===== src/rtl/tx_route_stage_if.sv =====
// Flit bus of the transmit stage: FIFO head, routing-table lookup and per-direction output strobes.
// master = the stage; slave = the surrounding FIFO, table and output ports.
interface tx_route_stage_if #(
  parameter int PAYLOAD_SIZE = 8,
  parameter int ADDR_BITS    = 4,
  parameter int NUM_DIRS     = 5,
  parameter int BITS_DIR     = 3
);
  logic                              empty;
  logic [PAYLOAD_SIZE+ADDR_BITS-1:0] item_in;
  logic                              read;
  logic [ADDR_BITS-1:0]              table_addr;
  logic [BITS_DIR-1:0]               table_data;
  logic [PAYLOAD_SIZE+ADDR_BITS-1:0] item_out;
  logic [NUM_DIRS-1:0]               out_ena;
  logic [NUM_DIRS-1:0]               out_busy;

  modport master (
    input  empty, item_in, table_data, out_busy,
    output read, table_addr, item_out, out_ena
  );

  modport slave (
    output empty, item_in, table_data, out_busy,
    input  read, table_addr, item_out, out_ena
  );
endinterface


===== src/rtl/tx_route_stage.sv =====
// Router transmit stage: pop flit, registered direction lookup, one-hot send; 2-cycle pop-to-send latency.
// Holds the flit while the chosen output is busy; after TIMEOUT stall cycles flags stall and optionally drops.
module tx_route_stage #(
  parameter int PAYLOAD_SIZE    = 8,
  parameter int ADDR_BITS       = 4,
  parameter int NUM_DIRS        = 5,
  parameter int BITS_DIR        = 3,
  parameter int TIMEOUT         = 16,
  parameter int DROP_ON_TIMEOUT = 0,
  parameter int CNT_W           = 16
) (
  input  logic             clk,
  input  logic             rst_n,
  tx_route_stage_if.master bus,
  output logic             stalled,
  output logic             drop,
  output logic [CNT_W-1:0] sent_cnt,
  output logic [CNT_W-1:0] drop_cnt
);
  localparam int FW = PAYLOAD_SIZE + ADDR_BITS;
  localparam int SW = (TIMEOUT > 2) ? $clog2(TIMEOUT) : 1;
  localparam logic [SW-1:0]     STALL_MAX = SW'(TIMEOUT - 1);
  localparam logic [BITS_DIR:0] DIR_LIMIT = (BITS_DIR + 1)'(NUM_DIRS);

  typedef enum logic [1:0] {IDLE, LOOKUP, SEND} state_t;

  state_t              state, state_nxt;
  logic [FW-1:0]       hold;
  logic [BITS_DIR-1:0] dir_reg;
  logic [SW-1:0]       stall_cnt;
  logic [NUM_DIRS-1:0] ena;
  logic                sel_busy, xfer, bad_dir, timeout_drop, rd;

  // Only the selected direction's busy bit matters; the others are ignored.
  always_comb begin
    sel_busy = 1'b0;
    ena      = '0;
    for (int d = 0; d < NUM_DIRS; d++) begin
      if (dir_reg == BITS_DIR'(d)) begin
        sel_busy = bus.out_busy[d];
        ena[d]   = (state == SEND) && !bus.out_busy[d];
      end
    end
  end

  assign xfer         = |ena;
  assign stalled      = (state == SEND) && (stall_cnt == STALL_MAX);
  assign bad_dir      = (state == LOOKUP) && ({1'b0, bus.table_data} >= DIR_LIMIT);
  assign timeout_drop = (DROP_ON_TIMEOUT != 0) && stalled && sel_busy;
  assign drop         = bad_dir || timeout_drop;

  assign bus.out_ena    = ena;
  assign bus.item_out   = hold;
  assign bus.table_addr = hold[ADDR_BITS-1:0];
  assign bus.read       = rd;

  always_ff @(posedge clk or negedge rst_n) begin
    if (!rst_n) begin
      state <= IDLE;
    end else begin
      state <= state_nxt;
    end
  end

  always_comb begin
    state_nxt = state;
    rd        = 1'b0;
    case (state)
      IDLE: begin
        rd = !bus.empty;
        if (rd) state_nxt = LOOKUP;
      end
      LOOKUP: begin
        state_nxt = bad_dir ? IDLE : SEND;
      end
      SEND: begin
        // A completed transfer may pop the next flit in the same cycle.
        if (xfer) begin
          rd        = !bus.empty;
          state_nxt = rd ? LOOKUP : IDLE;
        end else if (timeout_drop) begin
          state_nxt = IDLE;
        end
      end
      default: state_nxt = IDLE;
    endcase
  end

  always_ff @(posedge clk or negedge rst_n) begin
    if (!rst_n) begin
      hold      <= '0;
      dir_reg   <= '0;
      stall_cnt <= '0;
      sent_cnt  <= '0;
      drop_cnt  <= '0;
    end else begin
      if (rd) begin
        hold      <= bus.item_in;
        stall_cnt <= '0;
      end else if ((state == SEND) && sel_busy && (stall_cnt != STALL_MAX)) begin
        stall_cnt <= stall_cnt + SW'(1);
      end
      if ((state == LOOKUP) && !bad_dir) begin
        dir_reg <= bus.table_data;
      end
      if (xfer && (sent_cnt != '1)) begin
        sent_cnt <= sent_cnt + CNT_W'(1);
      end
      if (drop && (drop_cnt != '1)) begin
        drop_cnt <= drop_cnt + CNT_W'(1);
      end
    end
  end
endmodule


===== src/flat_wrapper.sv =====
// flat-port wrapper written by rule: the top's interface ports become plain ports
module tx_route_stage_flat 
#(
  parameter int PAYLOAD_SIZE    = 8,
  parameter int ADDR_BITS       = 4,
  parameter int NUM_DIRS        = 5,
  parameter int BITS_DIR        = 3,
  parameter int TIMEOUT         = 16,
  parameter int DROP_ON_TIMEOUT = 0,
  parameter int CNT_W           = 16
)
  (clk, rst_n, stalled, drop, sent_cnt, drop_cnt, bus_empty, bus_item_in, bus_table_data, bus_out_busy, bus_read, bus_table_addr, bus_item_out, bus_out_ena);
  tx_route_stage_if #(.PAYLOAD_SIZE(PAYLOAD_SIZE), .ADDR_BITS(ADDR_BITS), .NUM_DIRS(NUM_DIRS), .BITS_DIR(BITS_DIR)) bus_i ();
  input  logic clk;
  input  logic rst_n;
  output logic stalled;
  output logic drop;
  output logic [CNT_W-1:0] sent_cnt;
  output logic [CNT_W-1:0] drop_cnt;
  input wire logic [$bits(bus_i.empty)-1:0] bus_empty;
  input wire logic [$bits(bus_i.item_in)-1:0] bus_item_in;
  input wire logic [$bits(bus_i.table_data)-1:0] bus_table_data;
  input wire logic [$bits(bus_i.out_busy)-1:0] bus_out_busy;
  output wire logic [$bits(bus_i.read)-1:0] bus_read;
  output wire logic [$bits(bus_i.table_addr)-1:0] bus_table_addr;
  output wire logic [$bits(bus_i.item_out)-1:0] bus_item_out;
  output wire logic [$bits(bus_i.out_ena)-1:0] bus_out_ena;
  assign bus_i.empty = bus_empty;
  assign bus_i.item_in = bus_item_in;
  assign bus_i.table_data = bus_table_data;
  assign bus_i.out_busy = bus_out_busy;
  assign bus_read = bus_i.read;
  assign bus_table_addr = bus_i.table_addr;
  assign bus_item_out = bus_i.item_out;
  assign bus_out_ena = bus_i.out_ena;
  tx_route_stage #(.PAYLOAD_SIZE(PAYLOAD_SIZE), .ADDR_BITS(ADDR_BITS), .NUM_DIRS(NUM_DIRS), .BITS_DIR(BITS_DIR), .TIMEOUT(TIMEOUT), .DROP_ON_TIMEOUT(DROP_ON_TIMEOUT), .CNT_W(CNT_W)) u_core (.clk(clk), .rst_n(rst_n), .bus(bus_i), .stalled(stalled), .drop(drop), .sent_cnt(sent_cnt), .drop_cnt(drop_cnt));
endmodule

===== config.mk =====
export PLATFORM = sky130hd
export DESIGN_NAME = tx_route_stage_flat
export DESIGN_NICKNAME = d
export VERILOG_FILES = /design/src/rtl/tx_route_stage_if.sv /design/src/rtl/tx_route_stage.sv /design/src/flat_wrapper.sv
export SDC_FILE = /design/constraint.sdc
export NUM_CORES = 1
export LEC_CHECK = 0
export ABC_AREA = 1
export ABC_CLOCK_PERIOD_IN_PS = 1850
export CAP_MARGIN = 20
export CORE_ASPECT_RATIO = 0.5
export CORE_MARGIN = 4
export CORE_UTILIZATION = 49
export CTS_BUF_LIST = sky130_fd_sc_hd__clkbuf_2 sky130_fd_sc_hd__clkbuf_4 sky130_fd_sc_hd__clkbuf_8
export DETAILED_ROUTE_END_ITERATION = 6
export MAX_ROUTING_LAYER = met4
export PLACE_DENSITY = 0.82
export SYNTH_ARGS = -nofsm -noshare
export SYNTH_HDL_FRONTEND = slang
export SYNTH_SLANG_ARGS = --single-unit

===== constraint.sdc =====
create_clock -name clk -period 1.85 [get_ports clk]
set_input_delay 0.37 -clock clk [delete_from_list [all_inputs] [get_ports clk]]
set_output_delay 0.37 -clock clk [all_outputs]
set_load 0.01 [all_outputs]

==> results of run 1 <==
==> synth_stat cells <==
cell      instances  share of area
a21oi_1           3         0.0055
buf_4             5          0.014
buf_6             2         0.0082
dfrtp_1          53           0.48
ha_1              3          0.014
inv_1            27          0.037
inv_2             1         0.0014
nand2_1         107           0.15
nand2_2           4         0.0091
nand2_4           1         0.0041
nand3_1          27          0.049
nand3b_1          4          0.011
nand4_1           8          0.018
nor2_1           23          0.031
nor2_2            8          0.018
nor2_4            1         0.0041
nor2_8            1         0.0073
nor3_1            6          0.011
nor3_2            1         0.0036
nor3_4            3          0.018
nor4_1            3         0.0068
o21ai_0           4         0.0073
or2_2             2         0.0045
xnor2_1           9          0.029
xor2_1           19          0.061
==> timing repair <==
action,4_1_cts,5_1_grt
pin swaps,1,8
setup buffers,2,6
setup endpoints to repair,8,13
hold buffers,0,0
hold endpoints to repair,0,0
resized for setup,12,35
==> per-stage QoR <==
step           hold slack (ns)  cells  area (um2)
6_report                0.0323    513        4020
2_1_floorplan           0.0744    325        2750
5_1_grt                 0.0687    513        4020
3_5_place_dp             0.382    497        3810
4_1_cts                 0.0562    507        3910
3_3_place_gp             0.379    497        3810
==> power groups by stage <==
stage / Sequential [W] / Clock (W) / Combinational [W]
2_1_floorplan: 0.00176 / 0 / 0.000757
3_3_place_gp: 0.00168 / 0 / 0.00174
3_5_place_dp: 0.00171 / 0 / 0.00180
4_1_cts: 0.00168 / 0.000668 / 0.00183
5_1_grt: 0.00176 / 0.000724 / 0.00209
6_report: 0.00172 / 0.000655 / 0.00194
==> logic make-up after synthesis <==
kind of cell             after synthesis
buffers and inverters                 35
AO/OA/AOI/OAI                          7
adder cells (fa/ha/maj)                3
AND/OR/NAND/NOR                      199
flip-flops                            53
XOR/XNOR                              28
==> metal layers <==
| layer | up-vias | part of all wire | wire (um) |
|---|---|---|---|
| met1 | 1231 | 0.41 | 2920 |
| met3 | 11 | 0.035 | 246 |
| met5 | - | 0 | 0 |
| met4 | 0 | 0.016 | 112 |
| li1 | 1257 | - | - |
| met2 | 52 | 0.54 | 3820 |
==> worst max path at each step <==
stage | slack [ns] | end | start | cells past startpoint
6_report | -0.19 | bus_read | u_core.dir_reg[0]$_DFFE_PN0P_ | 8
5_1_grt | -0.26 | bus_read | u_core.dir_reg[0]$_DFFE_PN0P_ | 8
4_1_cts | -0.24 | bus_read | u_core.state[0]$_DFFE_PN0P_ | 10
3_5_place_dp | -0.41 | bus_read | bus_out_busy[0] | 7
3_3_place_gp | -0.38 | bus_read | bus_out_busy[0] | 7
2_1_floorplan | 0.15 | bus_read | u_core.state[0]$_DFFE_PN0P_ | 8
==> critical path, cell delays in order (launching register included) <==
cell	delay, ns
dfrtp_2	0.47
nor2_4	0.16
nand2_2	0.08
nor3_4	0.20
nor2_2	0.06
nand3_1	0.13
nand2_2	0.09
inv_2	0.08
buf_6	0.10
==> final cells by class <==
cell class / instances / area (um2) / area share
clock buffers: 8 / 91.3 / 0.0227
inverters: 28 / 105 / 0.0262
multi-input cells: 237 / 1330 / 0.330
flip-flops and latches: 53 / 1330 / 0.331
well taps: 70 / 87.6 / 0.0218
repair buffers: 117 / 1080 / 0.268
==> results.toml, run 1 <==
[timing]
setup-violations-final = 1
hold_violations = 0
skew_ns = 0.00511
worst_pin_slew_ns = 0.320
slew-limit-headroom = 0.786
rsz0062_at_grt = "true"
fin_setup_tns_ns = -0.194
fmax_ghz = 0.489
slew_violations = 0
post-route-min-period_ns = 2.04
setup_slack_ns = -0.194
finalCritPeriodShare = 1.10

[floorplanning]
ios = 79
die_w_um = 114
core_area_um2 = 5180
die_h_um = 61.0
dieArea_um2 = 6950
rows = 18
start_util = 0.531

[synthesis]
synth.cell_area_um2 = 2750
muxShareOfSynthArea = 0
synth_area_per_cell_um2 = 8.46
ys_ff_latch = 53
synth_cells = 325
seq_area_frac_synth = 0.482
synth_adder_area_share = 0.0136
yosysWarnings = 0
synth_simple_gate_area_share = 0.342
synthXorXnorAreaFrac = 0.0892
synth_compound_area_frac = 0.0127
syn_nets = 351
synth_cell_types = 25
synth_top_family_by_area = "simple AND/OR/NAND/NOR gates"

[cts]
clockBufferDepth = 2
numCtsBuffers = 5
cts_tree = "done"
clock-sinks = 53
htree_levels = 2
root_buffer = "clkbuf_8"
clkTransAtPathRegs_ns = 0.08
clock_latency_ns = 0.30

[routing]
vias = 2551
first_pass_iters = 4
ant_nets = 0
initialDrtViolationCount = 116
routed_wl_um = 7100
drcViolationCount = 0
via_per_inst = 4.97
wl_per_cell_um = 13.8

[placement]
portBuffers = 78
place_congestion = 0.930
post-dp-hpwl_um = 5280
place_ws_ns = -0.412

[power]
p_sw_frac = 0.362
power_density_nw_per_um2 = 1070
comb_power_share = 0.449
irDropWorstVdd_uv = 529
p_clk_frac = 0.152
power_w = 0.00431
p_sw_w = 0.00156
intPower_w = 0.00275
pwr-share-seq = 0.399
p_leak_nw = 2.04

[outcome]
status = "complete, but fails checks"
violations = "setup timing"

[final_layout]
fill_cells = 373
final_cell_mix = "nand2_1 (102), clkdlybuf4s50_1 (69), dfrtp_1 (51)"
drive_above_1_share = 0.208
synthToLayoutAreaGrowth_pct = 46.0
final_common_cell = "nand2_1"
fin_util = 0.775
nNetsFinal = 468
diodes = 0

[global_route]
grt_start_max_net_pins = 54
globalRouteOverflowTotal = 0
grtUsageTotal = 0.206
antenna_found_initial = 0
grt_use_met1 = 0.225
grt.met3_usage = 0.0349
grt_pass1_vias = 2507
grt_pass1_wl_um = 11000
met2_usage = 0.397
busiest_layer = "met2"

[setup_path]
reg2reg_to = "u_core.sent_cnt[13]$_DFFE_PN0P_"
cp-start-kind = "flop"
crit_arrival_ns = 1.67
required_ns = 1.48
critPathMaxFanout = 5
end_kind = "output pin"
r2r_slack_ns = 0.04
reg2regPathDepth = 12
worst-setup-path-type = "flop to output pin"
r2r-start = "u_core.dir_reg[0]$_DFFE_PN0P_"

[job]
drv_cap = 0

[hold_path]
min_path_type = "primary input to async pin"
Note: power is estimated with default switching activity, not from simulation.
==> inputs of run 2 (changes only) <==
Settings changed: ABC_CLOCK_PERIOD_IN_PS 1850 to 2400, CORE_UTILIZATION 49 to 53, PLACE_DENSITY 0.82 to 0.88.
Clock period 1.85 ns to 2.4 ns, I/O delays scaled along.
==> run 2 against run 1 <==
  * The run now ends clean
  * Non-clock buffer count down 31
  * Largest cell class unchanged
  * Highest routed layer unchanged
  * Wire length down 8.8%
  * First-iteration DRC count up 5.2%
  * Largest power group is now registers
==> results.toml, run 2 (synthesis results as in run 1) <==
[routing]
via_per_inst = 5.09
initialDrtViolationCount = 122
first_pass_iters = 4
drcViolationCount = 0
wl_per_cell_um = 13.5
ant_nets = 0
routed_wl_um = 6480
vias = 2441

[power]
p_clk_frac = 0.153
p_leak_nw = 1.86
power_density_nw_per_um2 = 809
p_sw_frac = 0.368
p_sw_w = 0.00110
irDropWorstVdd_uv = 479
pwr-share-seq = 0.435
intPower_w = 0.00190
comb_power_share = 0.411

[timing]
slew-limit-headroom = 0.654
slew_violations = 0
setup-violations-final = 0
fmax_ghz = 0.442
setup_slack_ns = 0.139
hold_ws_ns = 0.148
post-route-min-period_ns = 2.26
hold_violations = 0
rsz0062_at_grt = "false"
worst_pin_slew_ns = 0.519
finalCritPeriodShare = 0.942
skew_ns = 0.00479

[placement]
post-dp-hpwl_um = 5180
place_congestion = 0.839
place_ws_ns = -0.125
portBuffers = 78

[floorplanning]
start_util = 0.553
ios = 79
die_h_um = 58.9
rows = 18
core_area_um2 = 4980
dieArea_um2 = 6480
die_w_um = 110

[setup_path]
max_stage_delay_ns = 0.42
end_kind = "output pin"
required_ns = 1.92
path_common_cell = "nand2_1"
slowest_stage = "dfrtp_1"
reg2regPathDepth = 8
critPathTopFamily = "simple AND/OR/NAND/NOR gates"
cp_cell_sequence = "buf_4 > nand3_1 > inv_1 > nand2_1 > nand2_1 > nor2_2 > nand3_2 > nand2_2 > inv_2 > clkdlybuf4s15_1"
r2r-start = "u_core.sent_cnt[0]$_DFFE_PN0P_"
critPathMaxFanout = 5
crit_arrival_ns = 1.78
cp-start-kind = "flop"
crit_buf_inv = 4
reg2reg_to = "u_core.sent_cnt[2]$_DFFE_PN0P_"
worst-setup-path-type = "flop to output pin"
r2r_slack_ns = 0.48

[cts]
cts_tree = "done"
clockBufferDepth = 2
htree_levels = 2
clkTransAtPathRegs_ns = 0.09
clock-sinks = 53
clock_latency_ns = 0.29
numCtsBuffers = 5
postCtsHoldBufs = 0
root_buffer = "clkbuf_8"

[final_layout]
final_cell_mix = "nand2_1 (107), clkdlybuf4s50_1 (75), dfrtp_1 (52)"
final_common_cell = "nand2_1"
synthToLayoutAreaGrowth_pct = 34.8
fill_cells = 373
drive_above_1_share = 0.102
nNetsFinal = 437
diodes = 0

[global_route]
grt_start_max_net_pins = 25
grt_pass1_wl_um = 10800
antenna_found_initial = 0
grtUsageTotal = 0.218
grt_pass1_vias = 2472
globalRouteOverflowTotal = 0

[job]
drv_cap = 0

[hold_path]
min_path_type = "primary input to async pin"

[outcome]
status = "finished, final reports clean"
run 2: what timing repair did:
action | 4_1_cts | 5_1_grt
resized for setup | 3 | 5
endpoints found under the hold margin | 0 | 0
buffers inserted | 1 | 0
setup endpoints to repair | 1 | 2
pin swaps | 0 | 1
run 2: per-stage QoR:
step	util	power, W	cells	area (um2)	TNS, ns
final	0.745	0.00300	480	3710	0
after detailed placement	0.724	0.00254	473	3610	-0.125
after global placement	0.724	0.00248	473	3610	-0.0940
after global routing	0.745	0.00322	480	3710	0
after CTS	0.742	0.00301	480	3690	0
after floorplan	-	0.00194	325	2750	0
run 2: worst max path at each step:
stage,depth (start not counted),to,startpoint,slack [ns]
2_1_floorplan,8,bus_read,u_core.state[0]$_DFFE_PN0P_,0.59
3_3_place_gp,7,bus_read,bus_out_busy[0],-0.09
3_5_place_dp,7,bus_read,bus_out_busy[0],-0.12
4_1_cts,4,drop,bus_table_data[0],0.04
5_1_grt,10,bus_read,u_core.dir_reg[0]$_DFFE_PN0P_,0.03
6_report,10,bus_read,u_core.dir_reg[0]$_DFFE_PN0P_,0.14
run 2: power groups by stage:
| stage | clock network (W) | logic, W | registers, W |
|---|---|---|---|
| 4_1_cts | 0.000467 | 0.00124 | 0.00130 |
| 5_1_grt | 0.000513 | 0.00137 | 0.00134 |
| 3_5_place_dp | 0 | 0.00122 | 0.00132 |
| 3_3_place_gp | 0 | 0.00118 | 0.00130 |
| 2_1_floorplan | 0 | 0.000583 | 0.00136 |
| 6_report | 0.000460 | 0.00123 | 0.00131 |
run 2: metal layers:
layer / vias up / GRT usage / routed length (um)
met4: 0 / 0.0497 / 48
met2: 67 / 0.385 / 3560
met5: - / - / 0
li1: 1190 / - / -
met1: 1178 / 0.259 / 2630
met3: 6 / 0.0460 / 239
run 2: area by class of cell:
type,instances,area [um2],area share
clock inverters,1,5.00,0.00135
clock buffers,5,68.8,0.0186
flip-flops and latches,53,1330,0.358
repair buffers,86,838,0.226
inverters,28,105,0.0284
multi-input cells,237,1270,0.344
well taps,70,87.6,0.0236
==> inputs of run 3 (changes only) <==
Settings changed: CTS_CLUSTER_DIAMETER from default to 100.
==> results of run 3 <==
Same layout as run 2: the final DEF is identical, and so are final timing and power.
